--- src/rtl/obstacle_pkg.sv ---
// Shared constants and state encoding for the obstacle demo sprite engine.
package obstacle_pkg;

   localparam int DEF_WIDTH  = 160;
   localparam int DEF_HEIGHT = 120;

   localparam logic [2:0] BG  = 3'b000;
   localparam logic [2:0] DOT = 3'b010;

   typedef enum logic [3:0] {
      DRAW,
      DELAY,
      PROBE_X,
      WAIT_X,
      CHECK_X,
      PROBE_Y,
      WAIT_Y,
      CHECK_Y,
      PROBE_D,
      WAIT_D,
      CHECK_D,
      ERASE
   } state_t;

endpackage

--- src/rtl/delay_timer.sv ---
// Down-counter that pulses done on the last of DELAY_CYCLES cycles after a start pulse.
module delay_timer #(
   parameter int DELAY_CYCLES = 16
) (
   input  logic clk,
   input  logic reset,
   input  logic start,
   output logic done
);

   localparam int CW = $clog2(DELAY_CYCLES + 1);
   localparam logic [CW-1:0] LOAD = CW'(DELAY_CYCLES);
   localparam logic [CW-1:0] ONE  = CW'(1);

   logic [CW-1:0] count_reg;

   always_ff @(posedge clk) begin
      if (reset) begin
         count_reg <= '0;
      end else if (start) begin
         count_reg <= LOAD;
      end else if (count_reg != '0) begin
         count_reg <= count_reg - ONE;
      end
   end

   assign done = (count_reg == ONE);

endmodule

--- src/rtl/obstacle_processor.sv ---
// Bouncing-dot sprite engine: probes neighbours in the frame buffer, reflects off edges
// and obstacles, and erases/redraws the dot through the processor port.
module obstacle_processor
   import obstacle_pkg::*;
#(
   parameter int         WIDTH        = DEF_WIDTH,
   parameter int         HEIGHT       = DEF_HEIGHT,
   parameter int         START_X      = 10,
   parameter int         START_Y      = 10,
   parameter logic [2:0] DOT_COLOR    = DOT,
   parameter logic [2:0] BG_COLOR     = BG,
   parameter int         DELAY_CYCLES = 16
) (
   input  logic       clk,
   input  logic       reset,
   output logic [7:0] x,
   output logic [6:0] y,
   output logic [2:0] plot_color,
   output logic       plot,
   input  logic [2:0] image_color
);

   localparam logic signed [8:0] X_MAX = 9'(WIDTH - 1);
   localparam logic signed [8:0] Y_MAX = 9'(HEIGHT - 1);

   state_t      state_reg, state_next;
   logic [7:0]  pos_x_reg, pos_x_next;
   logic [6:0]  pos_y_reg, pos_y_next;
   logic        dx_neg_reg, dx_neg_next;
   logic        dy_neg_reg, dy_neg_next;
   logic [7:0]  x_reg, x_next;
   logic [6:0]  y_reg, y_next;
   logic [2:0]  color_reg, color_next;
   logic        plot_reg, plot_next;

   logic signed [8:0] tx, ty;
   logic        x_oob, y_oob, obstacle;
   logic        timer_start, timer_done;

   // Targets are widened to 9-bit signed so a step off either edge shows up as <0 or >MAX.
   assign tx = $signed({1'b0, pos_x_reg}) + (dx_neg_reg ? -9'sd1 : 9'sd1);
   assign ty = $signed({2'b00, pos_y_reg}) + (dy_neg_reg ? -9'sd1 : 9'sd1);
   assign x_oob    = tx[8] || (tx > X_MAX);
   assign y_oob    = ty[8] || (ty > Y_MAX);
   assign obstacle = (image_color != BG_COLOR);

   assign timer_start = (state_next == DELAY) && (state_reg != DELAY);

   delay_timer #(
      .DELAY_CYCLES(DELAY_CYCLES)
   ) u_delay_timer (
      .clk  (clk),
      .reset(reset),
      .start(timer_start),
      .done (timer_done)
   );

   always_ff @(posedge clk) begin
      if (reset) begin
         state_reg  <= DRAW;
         pos_x_reg  <= 8'(START_X);
         pos_y_reg  <= 7'(START_Y);
         dx_neg_reg <= 1'b0;
         dy_neg_reg <= 1'b0;
         x_reg      <= 8'(START_X);
         y_reg      <= 7'(START_Y);
         color_reg  <= BG_COLOR;
         plot_reg   <= 1'b0;
      end else begin
         state_reg  <= state_next;
         pos_x_reg  <= pos_x_next;
         pos_y_reg  <= pos_y_next;
         dx_neg_reg <= dx_neg_next;
         dy_neg_reg <= dy_neg_next;
         x_reg      <= x_next;
         y_reg      <= y_next;
         color_reg  <= color_next;
         plot_reg   <= plot_next;
      end
   end

   // Address registers default to hold, which keeps the read address stable through WAIT/CHECK.
   always_comb begin
      state_next  = state_reg;
      pos_x_next  = pos_x_reg;
      pos_y_next  = pos_y_reg;
      dx_neg_next = dx_neg_reg;
      dy_neg_next = dy_neg_reg;
      x_next      = x_reg;
      y_next      = y_reg;
      color_next  = BG_COLOR;
      plot_next   = 1'b0;
      case (state_reg)
         DRAW: begin
            plot_next  = 1'b1;
            x_next     = pos_x_reg;
            y_next     = pos_y_reg;
            color_next = DOT_COLOR;
            state_next = DELAY;
         end
         DELAY: begin
            if (timer_done) state_next = PROBE_X;
         end
         PROBE_X: begin
            if (x_oob) begin
               dx_neg_next = ~dx_neg_reg;
               state_next  = PROBE_Y;
            end else begin
               x_next     = tx[7:0];
               y_next     = pos_y_reg;
               state_next = WAIT_X;
            end
         end
         WAIT_X: state_next = CHECK_X;
         CHECK_X: begin
            if (obstacle) dx_neg_next = ~dx_neg_reg;
            state_next = PROBE_Y;
         end
         PROBE_Y: begin
            if (y_oob) begin
               dy_neg_next = ~dy_neg_reg;
               state_next  = PROBE_D;
            end else begin
               x_next     = pos_x_reg;
               y_next     = ty[6:0];
               state_next = WAIT_Y;
            end
         end
         WAIT_Y: state_next = CHECK_Y;
         CHECK_Y: begin
            if (obstacle) dy_neg_next = ~dy_neg_reg;
            state_next = PROBE_D;
         end
         PROBE_D: begin
            if (x_oob || y_oob) begin
               dx_neg_next = ~dx_neg_reg;
               dy_neg_next = ~dy_neg_reg;
               state_next  = DELAY;
            end else begin
               x_next     = tx[7:0];
               y_next     = ty[6:0];
               state_next = WAIT_D;
            end
         end
         WAIT_D: state_next = CHECK_D;
         CHECK_D: begin
            if (obstacle) begin
               dx_neg_next = ~dx_neg_reg;
               dy_neg_next = ~dy_neg_reg;
               state_next  = DELAY;
            end else begin
               state_next = ERASE;
            end
         end
         ERASE: begin
            plot_next  = 1'b1;
            x_next     = pos_x_reg;
            y_next     = pos_y_reg;
            color_next = BG_COLOR;
            pos_x_next = tx[7:0];
            pos_y_next = ty[6:0];
            state_next = DRAW;
         end
         default: state_next = DRAW;
      endcase
   end

   assign x          = x_reg;
   assign y          = y_reg;
   assign plot_color = color_reg;
   assign plot       = plot_reg;

endmodule

--- config.mk ---
export PLATFORM = sky130hd
export DESIGN_NAME = obstacle_processor
export DESIGN_NICKNAME = d
export VERILOG_FILES = /design/src/rtl/obstacle_pkg.sv /design/src/rtl/delay_timer.sv /design/src/rtl/obstacle_processor.sv
export SDC_FILE = /design/constraint.sdc
export NUM_CORES = 1
export LEC_CHECK = 0
export ABC_AREA = 1
export BUFFER_PORTS_ARGS = -buffer_cell sky130_fd_sc_hd__buf_2
export CAP_MARGIN = 0
export CORE_ASPECT_RATIO = 1.75
export CORE_MARGIN = 2
export CORE_UTILIZATION = 45
export DETAILED_ROUTE_END_ITERATION = 16
export PLACE_DENSITY_LB_ADDON = 0.08
export SLEW_MARGIN = 5
export SYNTH_ARGS = -nofsm -noshare
export SYNTH_HDL_FRONTEND = slang
export SYNTH_HIERARCHICAL = 1
export SYNTH_SLANG_ARGS = --single-unit
--- constraint.sdc ---
create_clock -name clk -period 3.86 [get_ports clk]
set_clock_uncertainty 0.15 [all_clocks]
set_input_delay 0.965 -clock clk [delete_from_list [all_inputs] [get_ports clk]]
set_output_delay 0.965 -clock clk [all_outputs]
set_load 0.05 [all_outputs]
## Word level (Yosys, flattened, before mapping)

Cells that the tools add are included.

- Add/subtract/negate cells: 3
- Magnitude comparators: 2
- Equal/unequal tests: 22
- Multiplexer cells: 28
- Bitwise gates (word level): 2
- Reduce and logical (&&, ||, !) cells: 18

Operator list:

| kind | count |
|---|---|
| $pmux W4 S11 | 1 |
| $pmux W8 S4 | 1 |
| $pmux W7 S4 | 1 |
| $mux W8 | 3 |
| $mux W7 | 3 |
| $mux W9 | 2 |
| $eq A4 B3 Y1 const B | 4 |
| $eq A4 B4 Y1 const B | 4 |
| $mux W4 | 4 |
| $ne A2 B2 Y1 const B | 6 |
| $reduce_and A4 Y1 | 3 |
| $mux W5 | 2 |
| $add A8 B9 Y9 | 1 |
| $add A9 B9 Y9 | 1 |
| $gt A9 B8 Y1 const B | 1 |
| $gt A9 B9 Y1 const B | 1 |
| $reduce_bool A3 Y1 | 3 |
| $eq A4 B1 Y1 const B | 2 |
| $eq A4 B2 Y1 const B | 2 |
| $reduce_or A2 Y1 | 4 |
| $mux W1 | 7 |
| $pmux W1 S3 | 2 |
| $eq A5 B1 Y1 const B | 1 |
| $reduce_bool A5 Y1 | 1 |
| other kinds (11) | 15 |

- Bits in registers: 45
- Output and inout port bits: 19
- Logic and storage cells: 86

## Depth between registers and ports, before layout

Gate-level depths: netlist of the first run.

- Word-level depth: 10
- Depth in mapped cells: 20

## Modules after synthesis

The synthesis of the first run kept the hierarchy.

By module, submodules not included:

| module | instances | cells each | area an instance (um2) | sequential area each (um2) |
|---|---|---|---|---|
| obstacle_processor | 1 | 423 | 2693.8 | 760.7 |
| delay_timer | 1 | 38 | 270.3 | 100.1 |

## Worst setup path after synthesis of the first run

Ideal clock, no wire load.

- Kind: register -> register
- Start point: reg dy_neg_reg
- End point: reg u_delay_timer.count_reg[3]
- Arrival: 2.326 ns
- Data required time: 3.598 ns
- Setup slack: 1.272 ns
- Stages on the path, launching flop included: 21
- Buffers on the path: 0
- Path through: dfxtp_1 inv_1 fa_1 inv_1 nand2_1 nand2_1 nand2_1 nand2_1 nand2_1 a21oi_1 nand3_2 nand2_2 inv_1 nand2_1 nand3_1 nor2_1 nand3_1 nor2_1 nor2_1 nand2_1 nor2_1

- Longest elaborated chain between the ends: 10
- Elaborated cells between the ends (all ways): 11
- Classes of those cells: 1 x add/sub; 1 x order compare; 1 x eq/ne; 4 x mux; 4 x reduce/logical

RTL lines:

| item | line | source |
|---|---|---|
| from (decl) | obstacle_processor.sv:30 | `logic dy_neg_reg, dy_neg_next;` |
| from (signal assigned) | obstacle_processor.sv:74 | `dy_neg_reg <= dy_neg_next;` |
| $mux W9 * | obstacle_processor.sv:42 | `assign ty = $signed({2'b00, pos_y_reg}) + (dy_neg_reg ? -9'sd1 : 9'sd1);` |
| $add A8 B9 Y9 * | obstacle_processor.sv:42 |  |
| $gt A9 B8 Y1 | obstacle_processor.sv:44 | `assign y_oob = ty[8] \|\| (ty > Y_MAX);` |
| $logic_or A1 B1 Y1 * | obstacle_processor.sv:44 |  |
| $logic_or A1 B1 Y1 | obstacle_processor.sv:135 | `if (x_oob \|\| y_oob) begin` |
| $mux W4 | obstacle_processor.sv:135 |  |
| $pmux W4 S11 * | obstacle_processor.sv:93 | `case (state_reg)` |
| $eq A4 B1 Y1 * | obstacle_processor.sv:47 | `assign timer_start = (state_next == DELAY) && (state_reg != DELAY);` |
| $logic_and A1 B1 Y1 * | obstacle_processor.sv:47 |  |
| named net timer_start | obstacle_processor.sv:38 | `logic timer_start, timer_done;` |
| $reduce_or A2 Y1 (no line) * | n/a |  |
| to (signal assigned) | delay_timer.sv:23 | `count_reg <= count_reg - ONE;` |
| to (decl) | delay_timer.sv:15 | `logic [CW-1:0] count_reg;` |

The timed path passes the listed nets; every way through them passes the cells marked *.
A chain may end at the register's enable or synchronous reset.

## Final worst setup path of the first run

- Start point: reg dy_neg_reg
- End point: reg x_reg[7] (netlist: x[7])

- Longest elaborated chain between the ends: 7
- Elaborated cells between the ends (all ways): 8
- Classes of those cells: 1 x add/sub; 1 x order compare; 2 x eq/ne; 1 x mux; 3 x reduce/logical

RTL lines:

| item | line | source |
|---|---|---|
| $mux W9 * | obstacle_processor.sv:42 |  |
| $add A8 B9 Y9 * | obstacle_processor.sv:42 |  |
| $gt A9 B8 Y1 | obstacle_processor.sv:44 |  |
| $logic_or A1 B1 Y1 * | obstacle_processor.sv:44 |  |
| $logic_or A1 B1 Y1 | obstacle_processor.sv:135 |  |
| $ne A2 B2 Y1 (no line) | n/a |  |
| $reduce_and A4 Y1 (no line) * | n/a |  |
| to (signal assigned) | obstacle_processor.sv:65 | `x_reg <= 8'(START_X);` |
| to (signal assigned) | obstacle_processor.sv:75 | `x_reg <= x_next;` |
| to (decl) | obstacle_processor.sv:31 | `logic [7:0] x_reg, x_next;` |

Mark *: on every way between the ends. The rest lies on a longest branch, timed or not.

==> results of run 1 <==
-- worst min path at each step --
stage                                    from                   endpoint  slack, ns  depth (start not counted)
finish                      y[1]$_SDFFE_PP1P_          y[1]$_SDFFE_PP1P_       0.30                          2
global route                y[1]$_SDFFE_PP1P_          y[1]$_SDFFE_PP1P_       0.33                          2
global placement            x[1]$_SDFFE_PP1P_          x[1]$_SDFFE_PP1P_       0.29                          2
detailed placement          y[1]$_SDFFE_PP1P_          y[1]$_SDFFE_PP1P_       0.29                          2
CTS                         y[1]$_SDFFE_PP1P_          y[1]$_SDFFE_PP1P_       0.31                          2
floorplan           pos_x_reg[3]$_SDFFE_PP1P_  pos_x_reg[3]$_SDFFE_PP1P_       0.32                          2
-- cells by family after synthesis --
logic type | synth area share [%]
buffers and inverters | 10.93
flip-flops | 29.04
AND/OR/NAND/NOR | 37.36
adder cells (fa/ha/maj) | 8.949
AO/OA/AOI/OAI | 12.41
other | 0.1265
XOR/XNOR | 1.182
-- worst reg2reg max path: cells and delay by family, from the launching register on --
family,cells,cell delay (ns)
flops,1,0.53
fa+ha+maj,1,0.40
simple gates,13,1.61
buf+inv,2,0.19
-- metrics by stage --
stage | total power, mW | worst slack (ns) | area (um^2) | hold WS, ns | utilization [%]
2_1_floorplan | 0.7927 | 1.272 | 2968 | 0.3223 | -
3_3_place_gp | 0.8541 | 0.9588 | 3107 | 0.2901 | 48.23
3_5_place_dp | 0.8572 | 0.8836 | 3107 | 0.2936 | 48.23
4_1_cts | 1.270 | 0.8816 | 3248 | 0.3083 | 50.43
5_1_grt | 1.337 | 0.5350 | 3248 | 0.3283 | 50.43
6_report | 1.258 | 0.8868 | 3248 | 0.3039 | 50.43
-- placed cells by master, fill, tap and decap left out, types with 2 or more instances in the layout --
master     synthesis  routed
a21oi_1           32      32
buf_2              1      21
clkbuf_16          0       5
conb_1             1       2
dfxtp_1           43      43
fa_1               2       2
ha_1              18      18
inv_1             57      57
inv_2             10      10
nand2_1          118     118
nand2_2            6       6
nand3_1           44      44
nand3_2            3       3
nand3b_1           4       4
nand4_1            7       7
nor2_1            52      52
nor2_2             2       2
nor2_4             4       4
nor3_1             3       3
o211ai_1           5       5
o21a_1             2       2
o21ai_0           22      22
xnor2_1            2       2
xor2_1             2       2
-- power by group --
group / switching [mW] / internal (mW)
registers: 0.0271 / 0.480
logic: 0.240 / 0.0977
clock network: 0.175 / 0.239
-- cell type report --
type / instances / area (um^2) / area share, %
Timing Repair Buffer: 21 / 105.1 / 3.236
Sequential cell: 43 / 860.8 / 26.50
Clock inverter: 2 / 12.51 / 0.3852
Tap cell: 82 / 102.6 / 3.159
Clock buffer: 6 / 128.9 / 3.968
Multi-Input combinational cell: 339 / 1783 / 54.89
Inverter: 68 / 255.2 / 7.858
-- per-layer routing --
layer	up-vias	routed length, um
met1	1223	2930
met2	32	3531
met3	17	140
met4	0	371
li1	1505	-
met5	-	0
==> out/qor.csv, run 1 <==
stage;metric;value;unit
outcome;status;finished, final reports clean;
floorplan;initial_core_util;46.02;%
critical_path;timing.rr.start;dy_neg_reg$_SDFFE_PP0P_;
pwr;worst_ir_drop_vdd;335.3;uV
critical_path;path_common_cell;nand2_1;
routing;routed_wl;6974;um
timing;worstMarginPinSlew;0.7819;ns
routing;vias;2777;
floorplan;die-area;0.007278;mm^2
grt;grt_pass1_wl;12100;um
routing;wl_per_cell;12.43;um
timing;fin_tns_setup;0;ns
cells_and_area;n_fill_cell;709;
critical_path;worstSetupStartpoint;dy_neg_reg$_SDFFE_PP0P_;
cts;postCtsSetupBuffers;0;
grt;met3_usage;3.232;%
job;cap_violations;0;
timing;finalCritPeriodShare;77.02;%
grt;grt_pass1_vias;2724;
timing;hold_violations;0;
place;numPortBuffers;21;
critical_path;slowest_stage;dfxtp_1;
timing;max_freq;336.3;MHz
cts;cts_hold_buf;0;
timing;rsz0062_at_grt;no;
critical_path;path_delay_family;simple AND/OR/NAND/NOR gates;
critical_path;cp_num_cells;16;
critical_path;arrival;3.00;ns
critical_path;critPathBufInv;2;
routing;antenna_left;0;
logic_synthesis;synth_edf_count;0;
logic_synthesis;async_reset_ff_share;0;%
floorplan;io_pins;24;
grt;grt_max_degree;28;
logic_synthesis;synthCells;461;
place;gp_congestion;0.8467;
logic_synthesis;yosysMostFrequentCell;nand2_1;
critical_path;timing.rr.end;x[7]$_SDFFE_PP0P_;
grt;antenna_found_initial;0;
floorplan;die_h;111.4;um
logic_synthesis;synth_seq_area_share;29.04;%
cts;cts.sinks;43;
routing;dr.pass1.iters;4;
grt;grt-ovfl-total;0;
critical_path;rrSetupSlack;0.89;ns
cells_and_area;area.growth.synth_to_final;9.582;%
logic_synthesis;synth_area_leaders;dfxtp_1 (29%), nand2_1 (15%), ha_1 (7.6%), nand3_1 (7.4%), inv_1 (7.2%);
critical_path;r2r.worst_path.cells;16;
pwr;power_density;387.4;mW/mm^2
logic_synthesis;synth_top_area_share;29.04;%
cells_and_area;antennaDiodeCount;0;
critical_path;critPathCaptureType;flop;
min_path;hold_path.class;flop to flop;
logic_synthesis;synth_commonest_cells;nand2_1 (118), inv_1 (57), nor2_1 (52), nand3_1 (44), dfxtp_1 (43);
logic_synthesis;yosys_warnings;6;
cts;htreeDepth;2;
cells_and_area;drive_gt1_share;11.69;%
cts;root_buffer;clkbuf_16;
cts;cts.path.max_buffers;2;
cts;cts_resized;0;
floorplan;num_rows;39;
grt;met1_usage;23.61;%
timing;setup_viol;0;
critical_path;cp_max_fo;19;
critical_path;crit_path_start_kind;flop;
timing;relSlewSlack;47.55;%
logic_synthesis;ys_types;37;
logic_synthesis;synth_area;0.002964;mm^2
place;placed_cells_incl_taps;553;
place;hpwl;5466;um
grt;top_usage_layer;met2;
routing;drtIter0Drc;158;
routing;via_per_inst;4.950;
routing;drc;0;
grt;grt_usage;21.24;%
logic_synthesis;synth_top_area_cell;dfxtp_1;
cts;cts.clk_slew.worst_paths;0.06;ns
cells_and_area;stdcell_count;561;
critical_path;cp_slowest_stage_delay;0.53;ns
grt;use_met2;37.28;%
logic_synthesis;synth_flop_cell;dfxtp_1;
cts;cts_tree;yes;
critical_path;required;3.89;ns
timing;slew_viol_final;0;
cts;clock_latency;0.29;ns
timing;period_minus_slack;2.973;ns
cts;numCtsBuffers;5;
critical_path;cp-endpoint;x[7]$_SDFFE_PP0P_;
critical_path;critical_path_class;flop to flop;
critical_path;path_cells;inv_1 -> fa_1 -> inv_1 -> nand2_1 -> nand2_1 -> nand4_1 -> nand2_1 -> nand3_1 -> nand2_1 -> nand2_2 -> nand2_1 -> nand2_1 -> nor2_4 -> nand2_4 -> nor2_1 -> nor2_1;
logic_synthesis;synth_area_per_cell;6.430;um^2
cells_and_area;final_nets;503;
floorplan;core;0.006441;mm^2
logic_synthesis;ys_ff_latch;43;
pwr;cellLeakagePower;1.696;nW
floorplan;die_w;65.35;um
Power figures use the tool's default switching activity.
==> inputs of run 2 (changes only) <==
clock period = 2.5 ns   (was 3.86 ns; I/O delays follow)
==> out/qor.csv, run 2 (synthesized netlist as in run 1, its figures left out) <==
stage;metric;value;unit
routing;dr.pass1.iters;4;
critical_path;critPathCaptureType;flop;
floorplan;initial_core_util;46.02;%
grt;grt_pass1_vias;2879;
grt;grt-ovfl-total;0;
pwr;switching_power;730.6;uW
timing;setup_viol;3;
routing;vias;3046;
place;gp_congestion;0.8341;
timing;slew_viol_final;0;
cts;cts_tree;yes;
cts;root_buffer;clkbuf_16;
place;numPortBuffers;21;
critical_path;cp_max_fo;8;
pwr;finalPower;2.146;mW
cells_and_area;most-common-layout-cells;nand2_1 (104), inv_1 (52), nor2_1 (43);
cts;cts_hold_buf;0;
floorplan;die-area;0.007278;mm^2
outcome;violations;negative setup slack;
timing;relSlewSlack;56.06;%
timing;max_freq;393.1;MHz
min_path;hold_path.class;flop to flop;
grt;grt_pass1_wl;12450;um
grt;grt_usage;21.66;%
cells_and_area;stdcell_count;610;
critical_path;required;2.57;ns
cts;cts.path.max_buffers;2;
timing;setup_slack;-0.04379;ns
timing;finalCritPeriodShare;101.8;%
cts;htreeDepth;2;
critical_path;arrival;2.62;ns
routing;wl_per_cell;12.80;um
cells_and_area;final_common_cell;nand2_1;
cells_and_area;drive_gt1_share;33.90;%
timing;whs;0.3311;ns
cts;cts.clk_slew.worst_paths;0.06;ns
pwr;p_clk_share;32.0;%
job;cap_violations;0;
floorplan;die_w;65.35;um
pwr;power_density;516.0;mW/mm^2
pwr;sw_frac_of_total;34.04;%
cells_and_area;antennaDiodeCount;0;
pwr;cellLeakagePower;2.064;nW
pwr;worst_ir_drop_vdd;370.1;uV
timing;period_minus_slack;2.544;ns
grt;grt_max_degree;17;
floorplan;core;0.006441;mm^2
place;placed_cells_incl_taps;589;
cts;cts.sinks;43;
pwr;p_int;1.415;mW
cells_and_area;utilization;64.57;%
routing;drc;0;
timing;hold_violations;0;
floorplan;num_rows;39;
routing;via_per_inst;4.993;
floorplan;die_h;111.4;um
cts;numCtsBuffers;5;
floorplan;io_pins;24;
critical_path;critical_path_class;flop to flop;
routing;routed_wl;7805;um
routing;drtIter0Drc;160;
pwr;power.share.sequential;36.4;%
outcome;status;finished, violations left;
pwr;combinationalPowerShare;31.6;%
timing;worstMarginPinSlew;0.6566;ns
cells_and_area;final_nets;552;
grt;antenna_found_initial;0;
cts;clock_latency;0.29;ns
timing;rsz0062_at_grt;yes;
place;hpwl;5543;um
routing;antenna_left;0;
critical_path;crit_path_start_kind;flop;
cells_and_area;area.growth.synth_to_final;40.31;%
run 2: changes by cell type in the layout (fill, tap and decap cells not counted), sizes merged:
cell,previous run,this run
clkinv,2,1
clkbuf,6,10
buf,21,67
clkinvlp,1,0
nand2,125,126
run 2: what timing repair did:
action / in CTS / in global routing
pin swaps: 9 / 38
gates resized for setup: 21 / 77
hold endpoints to repair: 0 / 0
cloned: 0 / 3
setup endpoints to repair: 20 / 24
setup buffers: 5 / 6
run 2: worst paths after layout:
check | from | to | slack (ns) | cells past startpoint
max | dx_neg_reg$_SDFFE_PP0P_ | state_reg[2]$_SDFF_PP0_ | -0.04 | 13
min | x[4]$_SDFFE_PP0P_ | x[4]$_SDFFE_PP0P_ | 0.33 | 2
max reg2reg | dx_neg_reg$_SDFFE_PP0P_ | state_reg[2]$_SDFF_PP0_ | -0.04 | 13
min reg2reg | x[4]$_SDFFE_PP0P_ | x[4]$_SDFFE_PP0P_ | 0.33 | 2
run 2: power by group through the flow:
stage / sequential (mW) / combinational, mW / clock (mW)
after CTS: 0.776 / 0.584 / 0.704
after floorplan: 0.913 / 0.311 / 0
final: 0.781 / 0.679 / 0.686
after detailed placement: 0.792 / 0.573 / 0
after global routing: 0.787 / 0.745 / 0.735
after global placement: 0.790 / 0.570 / 0
run 2: layout make-up:
| cell class | instances | area, um^2 |
|---|---|---|
| Timing Repair Buffer | 69 | 595.6 |
| Fill cell | 579 | 2282 |
| Clock buffer | 8 | 156.4 |
| Sequential cell | 43 | 870.8 |
| Tap cell | 82 | 102.6 |
| Inverter | 68 | 260.3 |
| Multi-Input combinational cell | 340 | 2173 |
run 2: layer usage:
metal	wire length [um]	up-vias	track usage, %
met1	3113	1405	23.21
met4	182	0	8.472
met5	0	-	0
li1	-	1606	-
met2	4395	25	40.95
met3	113	10	3.131
run 2: through the flow:
stage | setup TNS [ns] | setup slack, ns | instance area (um^2)
6_report | -0.06196 | -0.04379 | 4159
5_1_grt | -1.990 | -0.1801 | 4159
4_1_cts | -0.009539 | -0.005840 | 3720
3_5_place_dp | -2.265 | -0.2426 | 3405
3_3_place_gp | -2.055 | -0.2158 | 3405
2_1_floorplan | 0 | 0.01720 | 2970
run 2: critical path, stage by stage, from the launching register on:
cell and delay [ns]:
dfxtp_4 0.41, fa_2 0.60, nand3b_1 0.09, nor2_2 0.12
nand3_2 0.09, nand3_2 0.09, nand2_4 0.08, a21boi_4 0.22
nor2_2 0.08, buf_4 0.13, buf_4 0.12, buf_4 0.12
buf_4 0.12, nor2_1 0.07
